### src/rtl/core_test_monitor.sv
// Writeback snooper that shadows the register file, detects end-of-test or timeout,
// then walks a masked expected-value table and reports pass/fail results.
module core_test_monitor #(
    parameter int XLEN           = 32,
    parameter int NUM_REGS       = 32,
    parameter int TIMEOUT_CYCLES = 100,
    parameter int END_REG        = 31,
    parameter int CNT_W          = 32
) (
    input  logic                        clk,
    input  logic                        rst,
    input  logic                        start,
    input  logic                        exp_we,
    input  logic                        exp_clr,
    input  logic [$clog2(NUM_REGS)-1:0] exp_addr,
    input  logic [XLEN-1:0]             exp_data,
    input  logic                        wb_wr_en,
    input  logic [$clog2(NUM_REGS)-1:0] wb_rd_addr,
    input  logic [XLEN-1:0]             wb_rd_data,
    input  logic [$clog2(NUM_REGS)-1:0] dbg_addr,
    output logic [XLEN-1:0]             dbg_data,
    output logic                        busy,
    output logic                        done,
    output logic                        pass,
    output logic                        timed_out,
    output logic [$clog2(NUM_REGS):0]   fail_count,
    output logic [$clog2(NUM_REGS)-1:0] first_fail_addr,
    output logic [CNT_W-1:0]            cycle_count,
    output logic [CNT_W-1:0]            retired_count
);

    localparam int               AW           = $clog2(NUM_REGS);
    localparam logic [CNT_W-1:0] TIMEOUT_LAST = CNT_W'(TIMEOUT_CYCLES - 1);
    localparam logic [AW-1:0]    END_ADDR     = AW'(END_REG);
    localparam logic [AW-1:0]    LAST_IDX     = AW'(NUM_REGS - 1);
    localparam logic [AW-1:0]    FIRST_IDX    = AW'(1);

    typedef enum logic [1:0] {
        IDLE,
        RUN,
        CHECK,
        DONE
    } state_t;

    state_t            state;
    state_t            state_nxt;

    logic [XLEN-1:0]   shadow   [NUM_REGS];
    logic [XLEN-1:0]   expected [NUM_REGS];
    logic [NUM_REGS-1:0] mask;
    logic [AW-1:0]     check_idx;

    logic              idle_or_done;
    logic              end_marker;
    logic              timeout_hit;
    logic              mismatch;

    assign idle_or_done = (state == IDLE) || (state == DONE);
    assign end_marker   = wb_wr_en && (wb_rd_addr == END_ADDR) && (wb_rd_data != '0);
    // The end marker outranks a timeout landing in the same cycle.
    assign timeout_hit  = (cycle_count == TIMEOUT_LAST) && !end_marker;
    assign mismatch     = mask[check_idx] && (shadow[check_idx] != expected[check_idx]);

    assign dbg_data = shadow[dbg_addr];
    assign busy     = (state == RUN) || (state == CHECK);
    assign done     = (state == DONE);
    assign pass     = done && (fail_count == '0) && !timed_out;

    always_ff @(posedge clk) begin
        if (rst) begin
            state <= IDLE;
        end else begin
            state <= state_nxt;
        end
    end

    always_comb begin
        state_nxt = state;
        case (state)
            IDLE, DONE: begin
                if (start) begin
                    state_nxt = RUN;
                end
            end
            RUN: begin
                if (end_marker || timeout_hit) begin
                    state_nxt = CHECK;
                end
            end
            CHECK: begin
                if (check_idx == LAST_IDX) begin
                    state_nxt = DONE;
                end
            end
            default: state_nxt = IDLE;
        endcase
    end

    // Expected-table programming, shadow capture, counters and the check walk.
    always_ff @(posedge clk) begin
        if (rst) begin
            for (int i = 0; i < NUM_REGS; i++) begin
                shadow[i]   <= '0;
                expected[i] <= '0;
            end
            mask            <= '0;
            check_idx       <= FIRST_IDX;
            timed_out       <= 1'b0;
            fail_count      <= '0;
            first_fail_addr <= '0;
            cycle_count     <= '0;
            retired_count   <= '0;
        end else begin
            case (state)
                IDLE, DONE: begin
                    if (exp_clr) begin
                        mask <= '0;
                    end else if (exp_we && (exp_addr != '0)) begin
                        expected[exp_addr] <= exp_data;
                        mask[exp_addr]     <= 1'b1;
                    end
                    if (start) begin
                        for (int i = 0; i < NUM_REGS; i++) begin
                            shadow[i] <= '0;
                        end
                        check_idx       <= FIRST_IDX;
                        timed_out       <= 1'b0;
                        fail_count      <= '0;
                        first_fail_addr <= '0;
                        cycle_count     <= '0;
                        retired_count   <= '0;
                    end
                end
                RUN: begin
                    cycle_count <= cycle_count + 1'b1;
                    if (wb_wr_en) begin
                        retired_count <= retired_count + 1'b1;
                        if (wb_rd_addr != '0) begin
                            shadow[wb_rd_addr] <= wb_rd_data;
                        end
                    end
                    if (end_marker) begin
                        timed_out <= 1'b0;
                        check_idx <= FIRST_IDX;
                    end else if (timeout_hit) begin
                        timed_out <= 1'b1;
                        check_idx <= FIRST_IDX;
                    end
                end
                CHECK: begin
                    if (mismatch) begin
                        fail_count <= fail_count + 1'b1;
                        if (fail_count == '0) begin
                            first_fail_addr <= check_idx;
                        end
                    end
                    check_idx <= check_idx + 1'b1;
                end
                default: ;
            endcase
        end
    end

endmodule

### config.mk
export PLATFORM = sky130hd
export DESIGN_NAME = core_test_monitor
export DESIGN_NICKNAME = d
export VERILOG_FILES = /design/src/rtl/core_test_monitor.sv
export SDC_FILE = /design/constraint.sdc
export NUM_CORES = 2
export LEC_CHECK = 0
export CORE_ASPECT_RATIO = 1.5
export CORE_MARGIN = 2
export CORE_UTILIZATION = 40
export DETAILED_ROUTE_END_ITERATION = 6
export PLACE_DENSITY = 0.54
export RECOVER_POWER = 100
export SYNTH_ARGS = -nofsm -noshare
export SYNTH_HDL_FRONTEND = slang
export SYNTH_SLANG_ARGS = --single-unit
export TNS_END_PERCENT = 20
### constraint.sdc
create_clock -name clk -period 4.35 [get_ports clk]
set_clock_uncertainty 0.2 [all_clocks]
set_input_delay 0.87 -clock clk [delete_from_list [all_inputs] [get_ports clk]]
set_output_delay 0.87 -clock clk [all_outputs]
set_load 0.005 [all_outputs]
# [Word-level counts from Yosys, hierarchy flattened]
# Memories as Yosys holds them, arrays and structs flattened. A register that Yosys moved wholly into a read port is not among the register bits.
# Cells that the tools add are included.
[word_totals] ramBits=2048 n_memories=2 regBits=115 out_inout_bits=111 word_cells=182
[mem_list] memory="expected" depth=32 width=32 read_ports=1 rd_clocked_by_memory_dff=1 wr=32 line="49" source="logic [XLEN-1:0] expected [NUM_REGS];"
[mem_list] memory="shadow" depth=32 width=32 read_ports=2 rd_clocked_by_memory_dff=1 wr=32 line="48" source="logic [XLEN-1:0] shadow [NUM_REGS];"
[classes] n_lt_le_gt_ge=3 muxes=87 reduce_logical=31 eq_ne=14 addsub=4 n_bitwise=33
[op_table] operator="$mux W32" count=38
[op_table] operator="$pmux W32 S2" count=2
[op_table] operator="$add A32 B1 Y32 const B" count=2
[op_table] operator="$reduce_or A32 Y1" count=2
[op_table] operator="$mux W5" count=12
[op_table] operator="$eq A32 B7 Y1 const B" count=1
[op_table] operator="$ne A32 B32 Y1" count=1
[op_table] operator="$or A1 B1 Y1" count=32
[op_table] operator="$or A32 B32 Y32" count=1
[op_table] operator="$reduce_bool A32 Y1" count=1
[op_table] operator="$mux W1" count=23
[op_table] operator="$pmux W5 S3" count=1
[op_table] operator="$lt A5 B6 Y1 const B" count=2
[op_table] operator="$mux W6" count=2
[op_table] operator="$pmux W6 S2" count=1
[op_table] operator="$reduce_and A3 Y1" count=4
[op_table] operator="$eq A5 B5 Y1 const B" count=2
[op_table] operator="$pmux W5 S2" count=1
[op_table] operator="$reduce_bool A5 Y1" count=2
[op_table] operator="$logic_and A1 B1 Y1" count=8
[op_table] operator="$add A6 B1 Y6 const B" count=1
[op_table] operator="$logic_not A6 Y1" count=1
[op_table] operator="$mux W2" count=3
[op_table] operator="$ne A2 B1 Y1 const B" count=3
[op_table] operator="other kinds (17)" count=26

# [Longest topological paths before layout]
[depth] depth_word=10 ltp_mapped=16 depth_no_buf=12

# [Worst setup path before layout]
# OpenSTA, ideal clock, no wires.
[synth_timing] path_type="input-to-reg" from="input rst" to="memory shadow[12][0] (enable)" arrival_time_ns=4.057 n_path_buf=2 path_slack_ns=-0.373 cell_stages=7 path_cell_list="nor2b_1 > clkbuf_1 > nand2_1 > nor2_1 > nand3b_1 > clkbuf_1 > o21ai_0"
[synth_lines] element="from (decl)" line="11" source="input logic rst,"
[synth_lines] element="to (decl)" line="48"

==> run metrics <==
status=finished with violations; Net Sw Frac=29.9%; P per Cell Area=489 mW/mm2; P_sw=0.0182 W; drc violations=2; post-synthesis register bit count=2168; clk buf depth=4; Root Driver=clkbuf_16; setup TNS=-24990 ps; vias after detailed routing=67700; DRT Pass-1 Iters=7; share of the synthesized area in the top cell type=58.0%; Critical Path Fanout Max=17; Worst setup SP type=register; Detail Placement HPWL=274000 um; die area=0.269 mm2; first-pass GRT wire length=570000 um; CTS tree=done; H-tree depth=4; Area growth syn-to-layout=17.3%; count of pins over their slew limit=177; R2R setup slack=-210 ps; Netlist Area Pre-Place=0.106 mm2; Flop pwr share=44.0%; Final nets=7562; Final Hold Viols=0; largest area contributor in the netlist=edfxtp_1; Mean Syn Cell Area=15.3 um2; drt initial violations=7782; reg-to-reg endpoint=fail_count[3]; CP endpoint kind=register; peak supply drop=350 uV; Seq/Total Area, Yosys=60.3%; cts bufs inserted=222; post-synthesis cell count=6950; Cell Area, Placed=0.117 mm2; Tcrit/Tclk final=105%; worst-skew pair later-pin latency=910 ps; Final Wtd Congestion=0.910; crit path kind=reg -> reg; clock sinks=2168; Clock Power Share=32.2%; Initial Util=40.2%; row count=231; pin count of the biggest net entering global routing=61; top cells by area in the synthesized netlist=edfxtp_1, mux4_2, and2_1, dfxtp_1, clkbuf_1; synth cell count leaders=edfxtp_1, and2_1, mux4_2, clkbuf_1, nor2_1; non-filler cells, final=11200; Finished Cell Area=0.124 mm2; clk slew on worst S/H paths=60 ps; Post-synth ARST share=0%; GR Util All Layers=30.8%; antenna violations before repair=28; cell count after placement=10700; total of max-cap violations=8; most frequent cell after synthesis=edfxtp_1; Top FF cell, synth=edfxtp_1; core footprint=0.264 mm2; final worst setup slack=-211 ps; Critical Path RT=4980 ps; Routed Antenna Nets=0; violated checks=design-rule violations, max-capacitance violations, max-slew violations, negative setup slack; Hold Buf Count CTS=0; Die W=424 um; GR Overflow Total=0; vias in the first global route=69400; total power=0.0608 W; RSZ-0062 raised after global routing=yes; top-level I/O count=196; number of port buffers=195; R2R depth=12; Tmin final=4560 ps; worst min path class=in -> reg; total wire length=418000 um; Pleak=44.9 nW; Chip Height=635 um; share of cells above drive strength 1=26.4%; DR WL/cell=37.5 um; slew margin rel.=-82.1%; Via density=6.07; # fillers=22900; Tightest Pin Transition=2730 ps; EDFF count, synth=2048; Logic pwr share=23.8%; crit path capture=fail_count[3]; Ys Warns=0; Max Fclk=0.219 GHz; Data arrival, critical path=5190 ps; final setup vio count=318; internal power=0.0426 W; synth unique cells=68
==> power by group through the flow <==
stage,Clock [W],Combinational (W),Sequential [W]
2_1_floorplan,0,0.00726,0.0267
3_3_place_gp,0,0.0139,0.0269
3_5_place_dp,0,0.0139,0.0271
4_1_cts,0.0198,0.0145,0.0266
5_1_grt,0.0205,0.0147,0.0269
6_report,0.0196,0.0145,0.0267
==> cell families (layout without fill, tap and decap cells) <==
family / after synthesis / in the layout / share of synthesized area [%]
multiplexers: 1005 / 1005 / 19.0
AO/OA/AOI/OAI: 357 / 357 / 2.31
AND/OR/NAND/NOR: 2624 / 2624 / 14.6
XOR/XNOR: 93 / 93 / 0.768
flip-flops: 2168 / 2168 / 60.3
other: 1 / 77 / 0.00354
adder cells (fa/ha/maj): 10 / 10 / 0.118
buffers and inverters: 692 / 1324 / 2.89
==> flip-flops by register name, summed over array words and instances (netlist names), named ones only <==
signal	cells
state	2
timed_out	1
retired_count	32
expected	1024
cycle_count	32
mask	32
fail_count	6
first_fail_addr	5
check_idx	5
shadow	1024
==> stage by stage <==
stage	utilization, %	hold slack [ps]	setup slack, ps
after global placement	44.4	215	-1100
after detailed placement	44.4	235	-1100
final	47.1	57.8	-211
after global routing	47.1	43.9	-166
after CTS	47.4	30.5	-106
after floorplan	-	205	-373
==> what timing repair did <==
item,4_1_cts,5_1_grt
pin swaps,18,18
setup buffers,33,1
cloned,7,4
endpoints found under the setup margin,27,21
resized for setup,86,57
==> placed cells by master, fill, tap and decap left out, drive strengths merged, types with 24 or more instances in the layout <==
| master | count |
|---|---|
| clkdlybuf4s50 | 108 |
| a22oi | 48 |
| clkbuf | 473 |
| or3 | 24 |
| dfxtp | 120 |
| o21ai | 63 |
| and3 | 57 |
| buf | 509 |
| clkinv | 89 |
| mux4 | 802 |
| a21oi | 69 |
| nand4 | 24 |
| nor2 | 201 |
| or2 | 36 |
| and2 | 1961 |
| bufinv | 26 |
| nand2 | 149 |
| nand3 | 63 |
| mux2i | 154 |
| edfxtp | 2048 |
| xnor2 | 41 |
| inv | 26 |
| o22ai | 48 |
| dlygate4sd3 | 81 |
| a221oi | 30 |
| mux2 | 49 |
| xor2 | 52 |
| conb | 64 |
==> how the worst min path moves through the flow <==
| stage | start | end | cells past startpoint |
|---|---|---|---|
| finish | rst | timed_out | 2 |
| global route | rst | timed_out | 2 |
| CTS | rst | timed_out | 2 |
| detailed placement | mask[0] | mask[0] | 2 |
| global placement | mask[0] | mask[0] | 2 |
| floorplan | mask[0] | mask[0] | 2 |
==> layer usage <==
layer  track usage [%]  share of wire [%]
met1              35.1                 34
met2              52.6                 49
met3              5.57                7.9
met4              21.2                8.7
met5                 0              0.039
==> layout make-up <==
type                    instances  area (um2)  area share (%)
repair buffers                901        8600            6.91
inverters                      21        78.8          0.0634
multi-input cells            4153       40200            32.3
flip-flops and latches       2168       63900            51.4
well taps                    3495        4370            3.52
clock buffers                 275        5870            4.72
clock inverters               127        1290            1.04
diodes                         13        32.5          0.0262
==> critical path: stages, from the launching register on <==
cell	delay, ps
dfxtp_4	370
buf_12	180
nor2b_4	620
buf_4	450
a22o_1	210
a221oi_2	40
buf_4	180
xnor2_4	140
o32ai_4	290
o211ai_1	470
or4_4	810
a21bo_4	290
o221ai_2	190
No activity file was read; power rests on OpenSTA's default activity.
